<file path="src/rtl/ibex_pkg.sv">
// ---------------------------------------------------------------------------
// ibex_pkg -- shared definitions for the sequential Zkn S-box unit.
//
// Contents:
//   zkn_sbox_state_e : FSM states (IDLE, SUB, DONE) of ibex_zkn_sbox_seq
//   ZknSboxBytes     : number of bytes in one substituted word (4)
//   gf_mul / gf_inv  : GF(2^8) arithmetic over the AES polynomial 0x11B
//   rotl8            : 8-bit rotate-left helper for the affine transforms
// ---------------------------------------------------------------------------
package ibex_pkg;

    typedef enum logic [1:0] {
        IDLE = 2'd0,
        SUB  = 2'd1,
        DONE = 2'd2
    } zkn_sbox_state_e;

    localparam int unsigned ZknSboxBytes = 4;

    // Carry-less multiply reduced modulo x^8 + x^4 + x^3 + x + 1.
    function automatic logic [7:0] gf_mul(input logic [7:0] a, input logic [7:0] b);
        logic [7:0] p;
        logic [7:0] x;
        p = 8'h00;
        x = a;
        for (int i = 0; i < 8; i++) begin
            if (b[i]) begin
                p = p ^ x;
            end
            x = {x[6:0], 1'b0} ^ (x[7] ? 8'h1B : 8'h00);
        end
        return p;
    endfunction

    // Multiplicative inverse as x^254 = x^(2+4+...+128); maps 0 to 0,
    // which is exactly the convention the AES S-box needs.
    function automatic logic [7:0] gf_inv(input logic [7:0] x);
        logic [7:0] r;
        logic [7:0] s;
        r = 8'h01;
        s = x;
        for (int i = 1; i < 8; i++) begin
            s = gf_mul(s, s);
            r = gf_mul(r, s);
        end
        return r;
    endfunction

    function automatic logic [7:0] rotl8(input logic [7:0] x, input int unsigned n);
        logic [7:0] y;
        y = x;
        for (int unsigned k = 0; k < n; k++) begin
            y = {y[6:0], y[7]};
        end
        return y;
    endfunction

endpackage

</file>
<file path="src/rtl/ibex_zkn_sbox.sv">
// ---------------------------------------------------------------------------
// ibex_zkn_sbox -- combinational AES S-box, forward or inverse.
//
// Both directions share one GF(2^8) inverter:
//   forward : affine(inv(x))
//   inverse : inv(affine^-1(x))
//
// Ports:
//   i_byte : input byte
//   i_enc  : 1 = forward S-box, 0 = inverse S-box
//   o_byte : substituted byte
// ---------------------------------------------------------------------------
module ibex_zkn_sbox
    import ibex_pkg::*;
(
    input  logic [7:0] i_byte,
    input  logic       i_enc,
    output logic [7:0] o_byte
);

    logic [7:0] w_inv_affine;
    logic [7:0] w_inv_in;
    logic [7:0] w_inv_out;
    logic [7:0] w_fwd_affine;

    // Inverse affine map: rotl1 ^ rotl3 ^ rotl6 ^ 0x05.
    assign w_inv_affine = rotl8(i_byte, 1) ^ rotl8(i_byte, 3) ^ rotl8(i_byte, 6) ^ 8'h05;

    assign w_inv_in  = i_enc ? i_byte : w_inv_affine;
    assign w_inv_out = gf_inv(w_inv_in);

    // Forward affine map: x ^ rotl1 ^ rotl2 ^ rotl3 ^ rotl4 ^ 0x63.
    assign w_fwd_affine = w_inv_out ^ rotl8(w_inv_out, 1) ^ rotl8(w_inv_out, 2)
                        ^ rotl8(w_inv_out, 3) ^ rotl8(w_inv_out, 4) ^ 8'h63;

    assign o_byte = i_enc ? w_fwd_affine : w_inv_out;

endmodule

</file>
<file path="src/rtl/ibex_zkn_sbox_seq.sv">
// ---------------------------------------------------------------------------
// ibex_zkn_sbox_seq -- word-wide AES SubWord / InvSubWord built by
// time-sharing S-box lookups across the four bytes of a word.
//
// A request is accepted in IDLE, the word is substituted byte by byte in SUB,
// and the result is offered in DONE until the consumer takes it.
// Latency from accept (cycle N) to rsp_valid_o: N+5 with one S-box.
//
// Build option:
//   IBEX_ZKN_SBOX_SEQ_DUAL_EN : two S-box instances handle bytes idx and
//                               idx+1 each cycle, SUB lasts 2 cycles and
//                               rsp_valid_o rises at N+3.
//
// Parameters:
//   RotateOut : 1 = rsp_word_o is the result rotated left by 8 bits
//
// Ports:
//   clk_i       : clock, all state on rising edge
//   rst_ni      : asynchronous active-low reset
//   req_valid_i : request present
//   req_ready_o : request accepted when high together with req_valid_i
//   req_word_i  : four bytes to substitute
//   req_enc_i   : 1 = forward S-box, 0 = inverse S-box
//   flush_i     : abort in-flight operation (beats accept and handshake)
//   rsp_valid_o : result available
//   rsp_ready_i : consumer takes result
//   rsp_word_o  : substituted word
//   busy_o      : high in any state other than IDLE
// ---------------------------------------------------------------------------
module ibex_zkn_sbox_seq
    import ibex_pkg::*;
#(
    parameter bit RotateOut = 1'b0
) (
    input  logic        clk_i,
    input  logic        rst_ni,
    input  logic        req_valid_i,
    output logic        req_ready_o,
    input  logic [31:0] req_word_i,
    input  logic        req_enc_i,
    input  logic        flush_i,
    output logic        rsp_valid_o,
    input  logic        rsp_ready_i,
    output logic [31:0] rsp_word_o,
    output logic        busy_o
);

`ifdef IBEX_ZKN_SBOX_SEQ_DUAL_EN
    localparam int unsigned BytesPerCycle = 2;
`else
    localparam int unsigned BytesPerCycle = 1;
`endif

    localparam logic [1:0] IdxStep = 2'(BytesPerCycle);
    // Index of the first byte handled in the final SUB cycle.
    localparam logic [1:0] IdxLast = 2'(ZknSboxBytes - BytesPerCycle);

    zkn_sbox_state_e r_state;
    logic [1:0]      r_idx;
    logic [31:0]     r_word;
    logic            r_enc;
    logic [31:0]     r_result;
    logic            r_rsp_valid;
    logic            r_busy;

    logic [7:0]      w_byte0_in;
    logic [7:0]      w_byte0_out;

    assign w_byte0_in = r_word[{r_idx, 3'b000} +: 8];

    ibex_zkn_sbox u_sbox0 (
        .i_byte (w_byte0_in),
        .i_enc  (r_enc),
        .o_byte (w_byte0_out)
    );

`ifdef IBEX_ZKN_SBOX_SEQ_DUAL_EN
    logic [1:0] w_idx1;
    logic [7:0] w_byte1_in;
    logic [7:0] w_byte1_out;

    assign w_idx1     = r_idx + 2'd1;
    assign w_byte1_in = r_word[{w_idx1, 3'b000} +: 8];

    ibex_zkn_sbox u_sbox1 (
        .i_byte (w_byte1_in),
        .i_enc  (r_enc),
        .o_byte (w_byte1_out)
    );
`endif

    // Accept is only possible from IDLE and is vetoed by a flush in the same
    // cycle, so a flushed request stays pending on the requester side.
    assign req_ready_o = (r_state == IDLE) & ~flush_i;

    always_ff @(posedge clk_i or negedge rst_ni) begin
        if (!rst_ni) begin
            r_state     <= IDLE;
            r_idx       <= 2'd0;
            r_word      <= 32'd0;
            r_enc       <= 1'b0;
            r_result    <= 32'd0;
            r_rsp_valid <= 1'b0;
            r_busy      <= 1'b0;
        end else if (flush_i) begin
            // Flush outranks both accept and the response handshake.
            r_state     <= IDLE;
            r_idx       <= 2'd0;
            r_result    <= 32'd0;
            r_rsp_valid <= 1'b0;
            r_busy      <= 1'b0;
        end else begin
            case (r_state)
                IDLE: begin
                    if (req_valid_i) begin
                        r_word      <= req_word_i;
                        r_enc       <= req_enc_i;
                        r_idx       <= 2'd0;
                        r_result    <= 32'd0;
                        r_state     <= SUB;
                        r_busy      <= 1'b1;
                    end
                end
                SUB: begin
                    r_result[{r_idx, 3'b000} +: 8] <= w_byte0_out;
`ifdef IBEX_ZKN_SBOX_SEQ_DUAL_EN
                    r_result[{w_idx1, 3'b000} +: 8] <= w_byte1_out;
`endif
                    // Two-bit index wraps back to 0 after the last byte.
                    r_idx <= r_idx + IdxStep;
                    if (r_idx == IdxLast) begin
                        r_state     <= DONE;
                        r_rsp_valid <= 1'b1;
                    end
                end
                DONE: begin
                    // No accept here: the next request waits for IDLE.
                    if (rsp_ready_i) begin
                        r_state     <= IDLE;
                        r_rsp_valid <= 1'b0;
                        r_busy      <= 1'b0;
                    end
                end
                default: begin
                    r_state     <= IDLE;
                    r_idx       <= 2'd0;
                    r_rsp_valid <= 1'b0;
                    r_busy      <= 1'b0;
                end
            endcase
        end
    end

    assign rsp_valid_o = r_rsp_valid;
    assign busy_o      = r_busy;

    // Key-schedule form rotates the substituted word left by one byte.
    assign rsp_word_o = RotateOut ? {r_result[23:0], r_result[31:24]} : r_result;

endmodule

</file>
<file path="config.mk">
export PLATFORM = sky130hd
export DESIGN_NAME = ibex_zkn_sbox_seq
export DESIGN_NICKNAME = d
export VERILOG_FILES = /design/src/rtl/ibex_pkg.sv /design/src/rtl/ibex_zkn_sbox.sv /design/src/rtl/ibex_zkn_sbox_seq.sv
export SDC_FILE = /design/constraint.sdc
export NUM_CORES = 1
export LEC_CHECK = 0
export ABC_AREA = 1
export BUFFER_PORTS_ARGS = -buffer_cell sky130_fd_sc_hd__buf_4
export CAP_MARGIN = 20
export CORE_MARGIN = 5
export CORE_UTILIZATION = 30
export DETAILED_ROUTE_END_ITERATION = 8
export GPL_TIMING_DRIVEN = 0
export PLACE_DENSITY_LB_ADDON = 0.2
export SYNTH_ARGS = -nofsm -noshare
export SYNTH_HDL_FRONTEND = slang
export SYNTH_SLANG_ARGS = --single-unit
</file>
<file path="constraint.sdc">
create_clock -name clk_i -period 22.6 [get_ports clk_i]
set_input_delay 1.13 -clock clk_i [delete_from_list [all_inputs] [get_ports clk_i]]
set_output_delay 1.13 -clock clk_i [all_outputs]
set_load 0.01 [all_outputs]
</file>
==> results of run 1 <==
final timing paths:
kind	startpoint	end	slack [ps]	cells after the start
worst max-delay path	r_idx[0]	rsp_word_o[1]	6070	110
worst min-delay path	rsp_word_o[31]	rsp_word_o[31]	490	2
worst max register to register	r_idx[0]	rsp_word_o[1]	6070	110
worst min register to register	rsp_word_o[31]	rsp_word_o[31]	490	2
max in group asynchronous	rst_ni	rsp_word_o[18]	21070	1
min in group asynchronous	rst_ni	r_word[5]	930	1
cell usage after synthesis, types with 4 or more instances:
master    instances  share of area
a21o_1            5         0.0014
a21oi_1          27         0.0050
a21oi_4           5         0.0030
buf_1             4        0.00056
buf_12           16          0.012
buf_2             6         0.0011
buf_4             8         0.0022
buf_6            44          0.018
buf_8            18          0.010
clkbuf_8         14         0.0071
clkinv_1         11         0.0015
dfrtp_1          71          0.066
ha_1             11         0.0051
inv_1           369          0.051
inv_2            93          0.013
inv_4            29         0.0067
inv_6             6         0.0020
inv_8             7         0.0029
mux2_2           18         0.0075
nand2_1        1606           0.22
nand2_2         471           0.11
nand2_4         186          0.078
nand2_8          14          0.010
nand3_1         660           0.12
nand3_2         120          0.045
nand3_4          10         0.0065
nand3b_1         51          0.014
nand4_1          62          0.014
nor2_1          184          0.026
nor2_2           42         0.0098
nor2_4           16         0.0067
nor3_1            4        0.00074
o211ai_1          7         0.0020
o211ai_2          4         0.0019
o21ai_0          35         0.0065
o21ai_1          33         0.0061
o21ai_2          13         0.0042
o21bai_1         16         0.0045
or2_1            12         0.0028
xnor2_1          42          0.014
xnor2_2          15         0.0091
xor2_1          102          0.033
xor2_2           20          0.012
xor2_4            4         0.0041
logic make-up after synthesis:
group | count (synthesis) | synth area share
mux | 18 | 0.00752
buf+inv | 637 | 0.133
xor+xnor | 186 | 0.0749
fa+ha+maj | 11 | 0.00511
flops | 71 | 0.0659
compound gates | 154 | 0.0378
simple gates | 3453 | 0.675
state kept, by name (all words and copies together), names as in the netlist:
| signal | cells |
|---|---|
| r_word | 32 |
| rsp_word_o | 32 |
| r_idx | 2 |
| r_state | 2 |
| busy_o | 1 |
| r_enc | 1 |
| rsp_valid_o | 1 |
tightest hold or removal path, stage by stage, from the launching register on:
cell and delay [ps]:
dfrtp_1 340, nand2_1 60, nand2_1 50
area by class of cell:
| class | count | area share |
|---|---|---|
| Multi-Input combinational cell | 3822 | 0.736 |
| Sequential cell | 71 | 0.0606 |
| Inverter | 522 | 0.0740 |
| Tap cell | 1176 | 0.0502 |
| Clock buffer | 9 | 0.00768 |
| Clock inverter | 6 | 0.00457 |
| Timing Repair Buffer | 73 | 0.0186 |
| Buffer | 115 | 0.0486 |
per-stage QoR:
stage	hold WS (ps)	util	setup slack (ps)	instances	cell area, um^2
finish	486	0.327	6070	5794	29300
global route	514	0.327	4760	5794	29300
CTS	494	0.327	6040	5794	29300
detailed placement	478	0.323	6110	5779	29000
global placement	471	0.323	6070	5778	29000
floorplan	480	-	9120	4530	26900
per-layer routing:
layer  up-vias  global-route usage  share of wire
li1      14400                   -              -
met1     12500               0.229           0.47
met2       455               0.312           0.49
met3        96             0.00812          0.023
met4         0              0.0386          0.023
met5         -                   0              0
==> tab_implementation.tex, run 1 <==
\begin{tabular}{lr}
\hline
Metric & Value \\
\hline
\multicolumn{2}{l}{\textbf{Run status}} \\
Outcome & finished, final reports clean \\
\multicolumn{2}{l}{\textbf{Setup path}} \\
Cell with the biggest individual delay on the critical path & xor2\_1 \\
CP required & 22790 ps \\
Startpoint type of the worst setup path & flop \\
Delay-heaviest family, CP & simple AND/OR/NAND/NOR gates \\
Data arrival time at the worst-slack endpoint & 16720 ps \\
Most repeated library cell on the critical path & nand2\_1 \\
Maximum fanout count along the critical path & 10 \\
Critical path start-end classification & flop to flop \\
CP bufs+invs & 25 \\
Crit. End Element & flop \\
Critical path's largest stage delay & 680 ps \\
\multicolumn{2}{l}{\textbf{STA}} \\
Sum of negative setup slack & 0 ps \\
Post-route clock skew & 7.48 ps \\
Measured slew at the worst slew-check pin & 929 ps \\
Final Hold Viols & 0 \\
Unrepaired setup endpoints after global routing & false \\
Final period demand of the worst path & 16530 ps \\
Final setup violation count & 0 \\
Achievable clock frequency & 60.5 MHz \\
Final cycle utilization of the critical path & 0.732 \\
Max-slew headroom & 0.381 \\
Final-report max-slew violation count & 0 \\
\multicolumn{2}{l}{\textbf{Floorplanning}} \\
I/O pins & 73 \\
Chip Width & 310 um \\
Die Area & 0.0959 mm\^{}2 \\
Number of core rows & 110 \\
Die Span Y & 310 um \\
Standard cell core area & 0.0896 mm\^{}2 \\
Initial standard-cell utilization of the core & 0.301 \\
\multicolumn{2}{l}{\textbf{Global routing}} \\
GRT overflow & 0 \\
Number of antenna violations at the first check in global routing & 0 \\
Wire length of the first global-routing pass & 137000 um \\
Via count of the first global-routing pass & 25300 \\
Pin count of the biggest net entering global routing & 72 \\
Overall fraction of global-route tracks in use & 0.173 \\
\multicolumn{2}{l}{\textbf{Placed design}} \\
Final HPWL DP & 69600 um \\
Placer congestion estimate & 0.872 \\
Number of buffers added on ports & 72 \\
\multicolumn{2}{l}{\textbf{CTS}} \\
Number of CTS-inserted buffers & 9 \\
Root buffer selected by CTS & clkbuf\_16 \\
Clock-pin slew on the worst setup and hold paths & 60 ps \\
TritonCTS clock tree & yes \\
\# hold bufs at CTS & 0 \\
Post-cts sizing count & 0 \\
Clock Tree Buf Depth & 2 \\
TritonCTS sink count & 71 \\
Htree depth & 3 \\
Buffer count from post-CTS setup fixing & 0 \\
Worst skew pair latency & 340 ps \\
\multicolumn{2}{l}{\textbf{Routing}} \\
Starting DRT DRC Count & 1694 \\
First drt pass iteration count & 5 \\
DRC violation count after routing & 0 \\
Wire length per cell & 14.7 um \\
Vias after detailed routing & 27500 \\
Drt total wl & 85200 um \\
Number of vias per cell & 4.75 \\
Number of nets with antenna violations after routing & 0 \\
\multicolumn{2}{l}{\textbf{Cells and area}} \\
Filler Cells Inserted & 9981 \\
Fin nets & 4663 \\
Antenna Cells & 0 \\
Synth-to-Final Area Change & 8.82\% \\
Area used by sequential logic in the layout & 0.00178 mm\^{}2 \\
Share of post-route cells with drive strength above 1 & 0.281 \\
Total area of multi-input combinational cells & 0.0216 mm\^{}2 \\
Top library cells by usage in the layout, fill and taps aside & 1606 x nand2\_1, 660 x nand3\_1, 471 x nand2\_2, 369 x inv\_1, 186 x nand2\_4 \\
Most common cell after layout, fill and taps aside & nand2\_1 \\
\multicolumn{2}{l}{\textbf{Worst hold path}} \\
Worst min-delay path class & flop to flop \\
\multicolumn{2}{l}{\textbf{Synthesis}} \\
Fraction of the yosys area taken by sequential cells & 0.0659 \\
Distinct cell type count of the synthesized netlist & 68 \\
Share of async-settable or async-resettable flops after synthesis & 1.00 \\
Per-instance average area after synthesis & 5.95 um\^{}2 \\
Number of flops mapped to enable cells by yosys & 0 \\
Commonest register cell after synthesis & dfrtp\_1 \\
Synthesized area & 0.0269 mm\^{}2 \\
Post-synth net total & 4579 \\
Synthesized netlist cell count & 4530 \\
Number of synthesized register bits & 71 \\
Synthesis warning total & 0 \\
\multicolumn{2}{l}{\textbf{Run}} \\
Max-cap violations & 0 \\
\hline
\end{tabular}
Power of run 1 is left out: the tool's default activity adds up to more than one toggle a clock period on the data nets, which glitch-free logic cannot reach.
==> run 2: changes to the inputs <==
==> constraint.sdc (replaced) <==
create_clock -name clk_i -period 15.9 [get_ports clk_i]
set_input_delay 0.795 -clock clk_i [delete_from_list [all_inputs] [get_ports clk_i]]
set_output_delay 0.795 -clock clk_i [all_outputs]
set_load 0.01 [all_outputs]
==> run 2 against run 1 <==
Clock skew is essentially flat. Maximum frequency rose by 11%. Sequential share of layout area decreased by 0.091 points. Worst setup slack worse by 5100 ps. First-iteration DRC count decreased by 1.2%. Critical path type unchanged.
==> tab_implementation.tex, run 2 (synthesis results as in run 1) <==
\begin{tabular}{lr}
\hline
Metric & Value \\
\hline
\multicolumn{2}{l}{\textbf{Setup path}} \\
Startpoint of the lowest-slack register-to-register path & r\_idx[1] (was r\_idx[0]) \\
Crit. End Element & flop (unchanged) \\
Cell with the biggest individual delay on the critical path & dfrtp\_1 (was xor2\_1) \\
Data arrival time at the worst-slack endpoint & 15170 ps (was 16720 ps) \\
Most repeated library cell on the critical path & nand2\_1 (unchanged) \\
Crit path from & r\_idx[1] (was r\_idx[0]) \\
CP required & 16170 ps (was 22790 ps) \\
Maximum fanout count along the critical path & 11 (was 10) \\
Startpoint type of the worst setup path & flop (unchanged) \\
Critical path's largest stage delay & 410 ps (was 680 ps) \\
Critical path start-end classification & flop to flop (unchanged) \\
\multicolumn{2}{l}{\textbf{Routing}} \\
Met2 layer wire length in the routed design & 41700 um (was 41500 um) \\
Number of nets with antenna violations after routing & 0 (unchanged) \\
First drt pass iteration count & 5 (unchanged) \\
Met1 wire length & 39500 um (was 39800 um) \\
DR WL met3 & 2270 um (was 1980 um) \\
Number of vias per cell & 4.77 (was 4.75) \\
DRC violation count after routing & 0 (unchanged) \\
Drt total wl & 85600 um (was 85200 um) \\
Wire length per cell & 14.7 um (about the same) \\
Vias after detailed routing & 27800 (was 27500) \\
Starting DRT DRC Count & 1673 (was 1694) \\
Top routing layer in use & met4 (unchanged) \\
\multicolumn{2}{l}{\textbf{Global routing}} \\
Pin count of the biggest net entering global routing & 72 (unchanged) \\
Overall fraction of global-route tracks in use & 0.173 (about the same) \\
Number of antenna violations at the first check in global routing & 0 (unchanged) \\
Wire length of the first global-routing pass & 137000 um (about the same) \\
GRT overflow & 0 (unchanged) \\
Via count of the first global-routing pass & 25300 (about the same) \\
\multicolumn{2}{l}{\textbf{STA}} \\
Measured slew at the worst slew-check pin & 930 ps (was 929 ps) \\
Max-slew headroom & 0.380 (was 0.381) \\
Final setup violation count & 0 (unchanged) \\
Final period demand of the worst path & 14900 ps (was 16530 ps) \\
Final Hold Viols & 0 (unchanged) \\
Post-route clock skew & 7.59 ps (was 7.48 ps) \\
Hold slack final & 487 ps (was 486 ps) \\
Final cycle utilization of the critical path & 0.937 (was 0.732) \\
Achievable clock frequency & 67.1 MHz (was 60.5 MHz) \\
Worst path setup slack after routing & 1000 ps (was 6070 ps) \\
Final-report max-slew violation count & 0 (unchanged) \\
\multicolumn{2}{l}{\textbf{Floorplanning}} \\
Initial standard-cell utilization of the core & 0.301 (unchanged) \\
Number of core rows & 110 (unchanged) \\
Chip Width & 310 um (unchanged) \\
Die Area & 0.0959 mm\^{}2 (unchanged) \\
Die Span Y & 310 um (unchanged) \\
I/O pins & 73 (unchanged) \\
Standard cell core area & 0.0896 mm\^{}2 (unchanged) \\
\multicolumn{2}{l}{\textbf{Placed design}} \\
Dpl cells & 5779 (unchanged) \\
Final HPWL DP & 69600 um (unchanged) \\
Number of buffers added on ports & 72 (unchanged) \\
Post-Place Worst Slack & -591 ps (was 6110 ps) \\
Placer congestion estimate & 0.872 (unchanged) \\
\multicolumn{2}{l}{\textbf{Cells and area}} \\
Fin nets & 4690 (was 4663) \\
Antenna Cells & 0 (unchanged) \\
Most common cell after layout, fill and taps aside & nand2\_1 (unchanged) \\
Count of non-filler cells in the finished layout & 5821 (was 5794) \\
Area used by sequential logic in the layout & 0.00178 mm\^{}2 (about the same) \\
Share of post-route cells with drive strength above 1 & 0.293 (was 0.281) \\
Filler Cells Inserted & 9950 (was 9981) \\
Top library cells by usage in the layout, fill and taps aside & 1594 x nand2\_1, 649 x nand3\_1, 477 x nand2\_2, 365 x inv\_1, 191 x nand2\_4 (was 1606 x nand2\_1, 660 x nand3\_1, 471 x nand2\_2, 369 x inv\_1, 186 x nand2\_4) \\
Synth-to-Final Area Change & 10.6\% (was 8.82\%) \\
Total area of multi-input combinational cells & 0.0218 mm\^{}2 (was 0.0216 mm\^{}2) \\
\multicolumn{2}{l}{\textbf{CTS}} \\
Htree depth & 3 (unchanged) \\
Worst skew pair latency & 340 ps (about the same) \\
TritonCTS clock tree & yes (unchanged) \\
Clock Tree Buf Depth & 2 (unchanged) \\
TritonCTS sink count & 71 (unchanged) \\
Number of CTS-inserted buffers & 9 (unchanged) \\
Clock-pin slew on the worst setup and hold paths & 60 ps (about the same) \\
Root buffer selected by CTS & clkbuf\_16 (unchanged) \\
\multicolumn{2}{l}{\textbf{Run}} \\
Max-cap violations & 0 (unchanged) \\
\multicolumn{2}{l}{\textbf{Worst hold path}} \\
Worst Min Path Start & rsp\_word\_o[31] (unchanged) \\
Worst min-delay path class & flop to flop (unchanged) \\
\multicolumn{2}{l}{\textbf{Run status}} \\
Outcome & finished, final reports clean (unchanged) \\
\hline
\end{tabular}
## run 2: per-stage QoR
step            util  setup TNS, ps  instance area (um^2)
6_report       0.333              0                 29800
5_1_grt        0.333           -110                 29800
4_1_cts        0.328              0                 29400
3_5_place_dp   0.323         -15440                 29000
3_3_place_gp   0.323         -16620                 29000
2_1_floorplan      -              0                 26900
## run 2: worst max-delay path, delay by kind of cell (launching register included)
kind | cells | cell delay, ps
AOI/OAI and AO/OA | 1 | 190
xor gates and xnor gates | 10 | 2190
adders and majority gates | 6 | 1730
buffers and inverters | 30 | 3900
DFF | 1 | 410
and+or+nand+nor | 65 | 6340
## run 2: worst paths after layout
kind	endpoint	slack (ps)	depth (start not counted)
setup / recovery	rsp_word_o[31]	1000	112
hold / removal	rsp_word_o[31]	490	2
min in group asynchronous	r_word[5]	600	1
max in group asynchronous	r_idx[0]	14650	1
setup reg to reg	rsp_word_o[31]	1000	112
hold reg to reg	rsp_word_o[31]	490	2
## run 2: area by class of cell
| type | instances | area share |
|---|---|---|
| timing repair buffer | 100 | 0.0252 |
| clock inverter | 6 | 0.00449 |
| sequential | 71 | 0.0597 |
| inverter | 522 | 0.0731 |
| tap | 1176 | 0.0494 |
| buffer | 115 | 0.0490 |
| multi-input combinational | 3822 | 0.732 |
| clock buffer | 9 | 0.00756 |
## run 2: routing by layer
layer / GRT usage / vias to the layer above
met1: 0.229 / 12700
met3: 0.00819 / 99
met4: 0.0394 / 0
met5: 0 / -
li1: - / 14500
met2: 0.312 / 506
## run 2: repair_timing
action / in CTS / in global routing
setup buffers: 3 / 24
endpoints found under the hold margin: 0 / 0
setup endpoints to repair: 32 / 32
hold buffers: 0 / 0
pin swaps: 3 / 18
resized for setup: 6 / 61
Power of run 2 is left out for the same reason.
